--- config.mk ---
export PLATFORM = sky130hd
export DESIGN_NAME = slot_tx
export DESIGN_NICKNAME = d
export VERILOG_FILES = /design/src/rtl/slot_tx.sv
export SDC_FILE = /design/constraint.sdc
export NUM_CORES = 1
export LEC_CHECK = 0
export ABC_AREA = 0
export CORE_ASPECT_RATIO = 1.1
export CORE_UTILIZATION = 39
export DETAILED_ROUTE_END_ITERATION = 8
export DONT_BUFFER_PORTS = 1
export HOLD_SLACK_MARGIN = 0.03
export PLACE_DENSITY_LB_ADDON = 0.1
export REMOVE_ABC_BUFFERS = 1
export SLEW_MARGIN = 20
export SYNTH_ARGS = -nofsm -noshare
export SYNTH_HDL_FRONTEND = slang
export SYNTH_SLANG_ARGS = --single-unit
--- constraint.sdc ---
create_clock -name SYS_CLK -period 4.8 [get_ports SYS_CLK]
set_input_delay 0.96 -clock SYS_CLK [delete_from_list [all_inputs] [get_ports SYS_CLK]]
set_output_delay 0.96 -clock SYS_CLK [all_outputs]
set_load 0.02 [all_outputs]
--- src/rtl/slot_tx.sv ---
// Byte-wide TX FIFO feeding an 8N1 serial framer. Each bit advances on a rising
// edge of the G_CLK_TX slot clock, which is sampled as a level in the SYS_CLK domain.
module slot_tx #(
    parameter int DEPTH = 4
) (
    input  logic                     SYS_CLK,
    input  logic                     RST,
    input  logic                     wr_en,
    input  logic [7:0]               wr_data,
    input  logic                     G_CLK_TX,
    input  logic                     ovf_clr,
    output logic                     tx_serial,
    output logic                     tx_active,
    output logic                     tx_done,
    output logic                     fifo_full,
    output logic                     fifo_empty,
    output logic [$clog2(DEPTH):0]   fifo_level,
    output logic                     overflow,
    output logic [1:0]               dbg_state
);
    localparam int AW = $clog2(DEPTH);
    localparam logic [AW:0]   FULL_LVL = (AW + 1)'(DEPTH);
    localparam logic [AW:0]   CNT_ONE  = (AW + 1)'(1);
    localparam logic [AW-1:0] PTR_ONE  = AW'(1);

    localparam logic [1:0] IDLE  = 2'd0;
    localparam logic [1:0] START = 2'd1;
    localparam logic [1:0] DATA  = 2'd2;
    localparam logic [1:0] STOP  = 2'd3;

    logic [7:0]    mem [DEPTH];
    logic [AW-1:0] wr_ptr;
    logic [AW-1:0] rd_ptr;
    logic [AW:0]   count;
    logic          g_q;
    logic          bit_tick;
    logic          pop;
    logic          push;
    logic          ovf_set;
    logic [1:0]    state;
    logic [2:0]    bit_idx;
    logic [7:0]    shreg;

    assign bit_tick   = G_CLK_TX & ~g_q;
    assign fifo_level = count;
    assign fifo_full  = (count == FULL_LVL);
    assign fifo_empty = (count == '0);
    assign dbg_state  = state;

    // A pop only happens where a new frame starts, so a full FIFO can still accept a write then.
    assign pop     = bit_tick & ~fifo_empty & ((state == IDLE) | (state == STOP));
    assign push    = wr_en & (~fifo_full | pop);
    assign ovf_set = wr_en & fifo_full & ~pop;

    always_ff @(posedge SYS_CLK) begin
        if (push) mem[wr_ptr] <= wr_data;
    end

    always_ff @(posedge SYS_CLK) begin
        if (RST) begin
            g_q       <= 1'b0;
            wr_ptr    <= '0;
            rd_ptr    <= '0;
            count     <= '0;
            overflow  <= 1'b0;
            state     <= IDLE;
            bit_idx   <= 3'd0;
            shreg     <= 8'd0;
            tx_serial <= 1'b1;
            tx_active <= 1'b0;
            tx_done   <= 1'b0;
        end else begin
            g_q     <= G_CLK_TX;
            tx_done <= 1'b0;

            if (push) wr_ptr <= wr_ptr + PTR_ONE;
            if (pop)  rd_ptr <= rd_ptr + PTR_ONE;
            if (push && !pop)      count <= count + CNT_ONE;
            else if (pop && !push) count <= count - CNT_ONE;

            if (ovf_set)      overflow <= 1'b1;
            else if (ovf_clr) overflow <= 1'b0;

            if (bit_tick) begin
                case (state)
                    IDLE: begin
                        if (pop) begin
                            shreg     <= mem[rd_ptr];
                            state     <= START;
                            tx_serial <= 1'b0;
                            tx_active <= 1'b1;
                        end
                    end
                    START: begin
                        state     <= DATA;
                        bit_idx   <= 3'd0;
                        tx_serial <= shreg[0];
                    end
                    DATA: begin
                        if (bit_idx != 3'd7) begin
                            shreg     <= shreg >> 1;
                            bit_idx   <= bit_idx + 3'd1;
                            tx_serial <= shreg[1];
                        end else begin
                            state     <= STOP;
                            tx_serial <= 1'b1;
                        end
                    end
                    default: begin
                        tx_done <= 1'b1;
                        if (pop) begin
                            shreg     <= mem[rd_ptr];
                            state     <= START;
                            tx_serial <= 1'b0;
                        end else begin
                            state     <= IDLE;
                            tx_serial <= 1'b1;
                            tx_active <= 1'b0;
                        end
                    end
                endcase
            end
        end
    end
endmodule

# After elaboration in Yosys (flattened, before gate mapping)
# Memory sizes are Yosys's and may differ from the RTL's. A register that Yosys moved wholly into a read port is not among the register bits.
# Index checks and enable logic that the tools add are counted.
[word_totals]
regBits = 25
latchBits = 0
in_bits = 13
n_memories = 1
mem_bits_rw = 32
rom_bits = 0
output_inout_bits = 11
[mem_list]
columns = ["name", "words", "width", "rd", "rd_ports_with_merged_regs", "write_ports", "line_no", "source"]
rows = [
  ["mem", 4, 8, 1, 1, 1, "31", "logic [7:0] mem [DEPTH];"],
]
[op_classes]
bitwise_logic = 15
n_div = 0
n_mux = 25
eq_ne = 9
n_addsub = 5
n_mul = 0
shift = 0
reduce_logical = 18
n_lt_le_gt_ge = 0
[ops]
columns = ["op", "count"]
rows = [
  ["8-bit 2-to-1 mux", 2],
  ["8-bit case mux with 2 select lines", 1],
  ["1-bit 2-to-1 mux", 11],
  ["3-bit 2-to-1 mux", 3],
  ["2-bit 2-to-1 mux", 4],
  ["4-bit AND reduction", 2],
  ["2-bit nonzero test", 4],
  ["1-bit NOT", 7],
  ["3-bit by 1-bit adder with 3-bit output (second input constant)", 2],
  ["1-bit bitwise AND", 6],
  ["2-bit != test (second input constant)", 3],
  ["2-bit case mux with 3 select lines", 1],
  ["3-bit case mux with 2 select lines", 1],
  ["3-bit AND reduction", 2],
  ["2-bit by 1-bit adder with 2-bit output (second input constant)", 2],
  ["2-bit equality test (second input constant)", 2],
  ["2-bit OR reduction", 2],
  ["3-bit equality test (second input constant)", 1],
  ["3-bit logical NOT", 1],
  ["3-bit != test (second input constant)", 1],
  ["1-bit case mux with 3 select lines", 1],
  ["3-bit OR reduction", 1],
  ["3-bit by 1-bit subtractor with 3-bit output (second input constant)", 1],
  ["2-bit by 1-bit equality test with 1-bit output (second input constant)", 1],
  ["7 further kinds", 10],
]

# Logic depth before layout (Yosys ltp)
[depth]
depth_word = 10
depth_mapped = 12
ltp_nobuf = 11

# Worst setup path after synthesis
# Ideal clock, no wire load.
[synth_path]
path_kind = "reg-to-reg"
start = "reg state[0] (netlist: dbg_state[0])"
end = "reg count[2] (netlist: fifo_level[2])"
t_required_ns = 4.728
slack_ns = 1.773
n_path_buf = 1
arrival_ns = 2.955
stages_incl_launch_ff = 12
synth_period_minus_slack_ns = 3.027
cell_sequence = "dfxtp_1 -> inv_1 -> ha_1 -> or3b_1 -> clkbuf_1 -> a31oi_2 -> ha_1 -> inv_1 -> fa_1 -> xor2_1 -> or3_1 -> a21oi_1"
[synth_via]
elab_chain_cells = 8
[synth_rtl]
columns = ["item", "line_no", "source"]
rows = [
  ["start, declared", "40", "logic [1:0] state;"],
  ["start signal, assigned", "66", "state <= IDLE;"],
  ["start signal, assigned", "89", "state <= START;"],
  ["start signal, assigned", "95", "state <= DATA;"],
  ["2-bit equality test or 2-bit logical NOT (tied branches)", "51", "assign pop = bit_tick & ~fifo_empty & ((state == IDLE) | (state == STOP));"],
  ["1-bit bitwise OR (*)", "51", ""],
  ["1-bit bitwise AND (*)", "51", ""],
  ["1-bit bitwise OR (*)", "52", "assign push = wr_en & (~fifo_full | pop);"],
  ["1-bit bitwise AND (*)", "52", ""],
  ["via push", "38", "logic push;"],
  ["1-bit logical NOT", "79", "else if (pop && !push) count <= count - CNT_ONE;"],
  ["1-bit logical AND", "79", ""],
  ["2-bit nonzero test (no source line)", "-", ""],
  ["end signal, assigned", "78", "if (push && !pop) count <= count + CNT_ONE;"],
  ["end signal, assigned", "79", ""],
  ["end, declared", "34", "logic [AW:0] count;"],
]
# The timed path passes the listed nets; every way through them passes the cells marked *.
# A chain may end at the register's enable or synchronous reset.

# Worst setup path after layout
# Ends and elaborated chain as after synthesis.

==> metrics.txt <==
P per Cell Area 576 mW/mm^2; number of synthesized flops with an enable pin 32; Int Power 1.09 mW; Die Wd just under 80 microns; global-route wire length before repair roughly 7500 microns; type of the worst setup path register to register; clk sinks between 50 and 60; Min-Delay Path Depth 1; RSZ-0062 raised after global routing false; Core ar. a little over 0.006 sq mm; final setup vio count 0; largest net degree at the start of global routing 26; crit start category register; synth top area cells edfxtp_1 (38%), dfxtp_1 (21%), mux2i_1 (8.3%), ha_1 (5.4%), nor2_1 (3.0%); die area 0.00685 sq mm; post-cts resize count 0; Total GRT Usage around 15%; Final Hold Viols 0; Seq pwr share 44.1%; Row Count 30; I/O Buffers 0; CP endpoint kind register; Switch Pwr approximately 530 uW; R2R setup slack ~1.5 ns; switching part of the total 32.7%; vias in the first global route about 1,500; Num CTS Buffers 9; M2 GR Usage between 20% and 30%; Post-layout nets approximately 230; Max-slew headroom 36.5%; layout cells sized above 1 11.5%; Detailed Route WL approximately 4700 microns; GR peak layer met2; Pleak roughly 0.97 nW; H-tree Lvls 3; CP arrival 3.52 ns; Post-Syn Instances 203; clk_skew approximately 0.0077 ns; Syn-to-layout area delta 10.6%; die height 86.7 microns; Pwr Total about 1.6 mW; Placer Congestion around 0.83; post-synthesis sequential area ratio 59.0%; crit path max fanout 7; count of pins over their slew limit 0; Iter 0 DRT Violations around 90; hpwl dp about 3200 microns; hold_buf cts 0; async set-reset flop share out of synthesis 0%; count of different cell masters after synthesis 36; via count approximately 1,500; clk_lat worst skew roughly 0.33 ns; Root Driver clkbuf_8; Yosys top cell area share between 30% and 40%; CTS Buffer Depth 2; # Max-Cap Violations 0; clock period minus worst slack 3.25 ns; Synth Area per Inst 12.5 sq um; Gate power share around a quarter; Reg2Reg Depth 10; Clock Power Share a little under a third; status complete, no violations; GRT Residual Overflow 0; Initial Utilization about 41%; Pre-Repair DR Iteration Count 4; initial antenna violation count 0; VDD IR max around 0.00022 V; synth warn 0; Yosys top cell by area edfxtp_1; Post-Syn Area 0.00254 sq mm; Tightest Hold Check Type register to register; top_reg_cell synth edfxtp_1; clock slew at reported path FFs roughly 0.070 ns; setup TNS 0 ns; Peak Freq 307 MHz; M1 GR Usage 19.9%; wire per inst between 15 and 20 microns; Post-CTS Setup Bufs 0; worst-margin pin slew around 0.95 ns; ANT cells 0; register bit total from synthesis just under 60; Post-synth top cells edfxtp_1 (32), dfxtp_1 (27), mux2i_1 (21); Fillers 605; worst path required time approximately 5.1 ns; DRC viols 0; Antenna Violating Nets Remaining 0; Global Route met3 Usage about 5.2%; Ports 24; TritonCTS clock tree built; fin crit share between 60 and 70%; Avg Vias per Cell between 5 and 6; leading cell type by number of instances after synthesis edfxtp_1
cells by family (layout without fill, tap and decap cells):
logic type	Yosys count	in the layout	share of synthesized area (%)
simple gates	46	46	9.15
flops	59	59	59.0
fa+ha+maj	12	12	6.20
xor+xnor	5	5	1.72
compound gates	39	39	11.4
buf+inv	19	25	3.20
mux	23	23	9.30
path summary, 6_finish.rpt:
kind	start	end
max	dbg_state[0]$_SDFFE_PP0P_	fifo_level[2]$_SDFFE_PP0P_
min	bit_idx[1]$_SDFFE_PP0P_	bit_idx[1]$_SDFFE_PP0P_
max reg2reg	dbg_state[0]$_SDFFE_PP0P_	fifo_level[2]$_SDFFE_PP0P_
min reg2reg	bit_idx[1]$_SDFFE_PP0P_	bit_idx[1]$_SDFFE_PP0P_
per-stage QoR:
stage | hold WS (ns) | setup slack, ns | std cells | utilization (%) | area (sq um)
CTS | 0.485 | 1.53 | 289 | 45.2 | 2810
floorplan | 0.446 | 1.82 | 193 | - | 2500
global route | 0.499 | 1.31 | 289 | 45.2 | 2810
global placement | 0.459 | 1.67 | 273 | 41.7 | 2600
finish | 0.486 | 1.55 | 289 | 45.2 | 2810
detailed placement | 0.465 | 1.57 | 273 | 41.7 | 2600
area by class of cell:
type / instances / area, sq um / share of cell area [%]
multi-input combinational: 125 / 961 / 34.1
sequential: 59 / 1500 / 53.4
tap: 80 / 100 / 3.56
clock inverter: 5 / 76.3 / 2.71
inverter: 9 / 33.8 / 1.20
clock buffer: 11 / 141 / 5.02
critical path, cell delays in order (launching register included):
cell and delay [ns]:
dfxtp_1 0.51, inv_1 0.13, ha_1 0.37, or3b_1 0.48, a31oi_2 0.40, ha_1 0.27
inv_1 0.06, fa_1 0.37, xor2_1 0.15, or3_1 0.30, a21oi_1 0.13
placed cells by master (no fill, tap or decap), types with 3 or more instances in the layout:
cell type and instances:
mux2i_1 21, nand2_1 4, ha_1 11, a211oi_1 3
a21oi_1 12, o22ai_1 7, a22o_1 3, inv_1 9
edfxtp_1 32, nor2_1 20, clkbuf_8 10, and2_1 5
dfxtp_1 27, a211oi_2 4, xnor2_1 3, nand2b_1 4
o21ai_0 6
layer usage:
layer  share of wire (%)  routed length [microns]
met2                  48                     2230
met3                 3.9                      185
met1                  47                     2210
met4                 1.4                       68
met5                   0                        0
state kept, by name (all words and copies together) (netlist names), named ones only:
register    flops
bit_idx         3
tx_done         1
tx_active       1
overflow        1
mem            32
wr_ptr          2
g_q             1
dbg_state       2
rd_ptr          2
fifo_level      3
tx_serial       1
shreg           8
power groups by stage:
stage          combinational (mW)  clock (mW)  sequential, mW
2_1_floorplan               0.335           0           0.705
3_3_place_gp                0.405           0           0.720
3_5_place_dp                0.416           0           0.727
4_1_cts                     0.418       0.500           0.717
5_1_grt                     0.460       0.527           0.726
6_report                    0.417       0.489           0.715
Power figures use the tool's default switching activity.
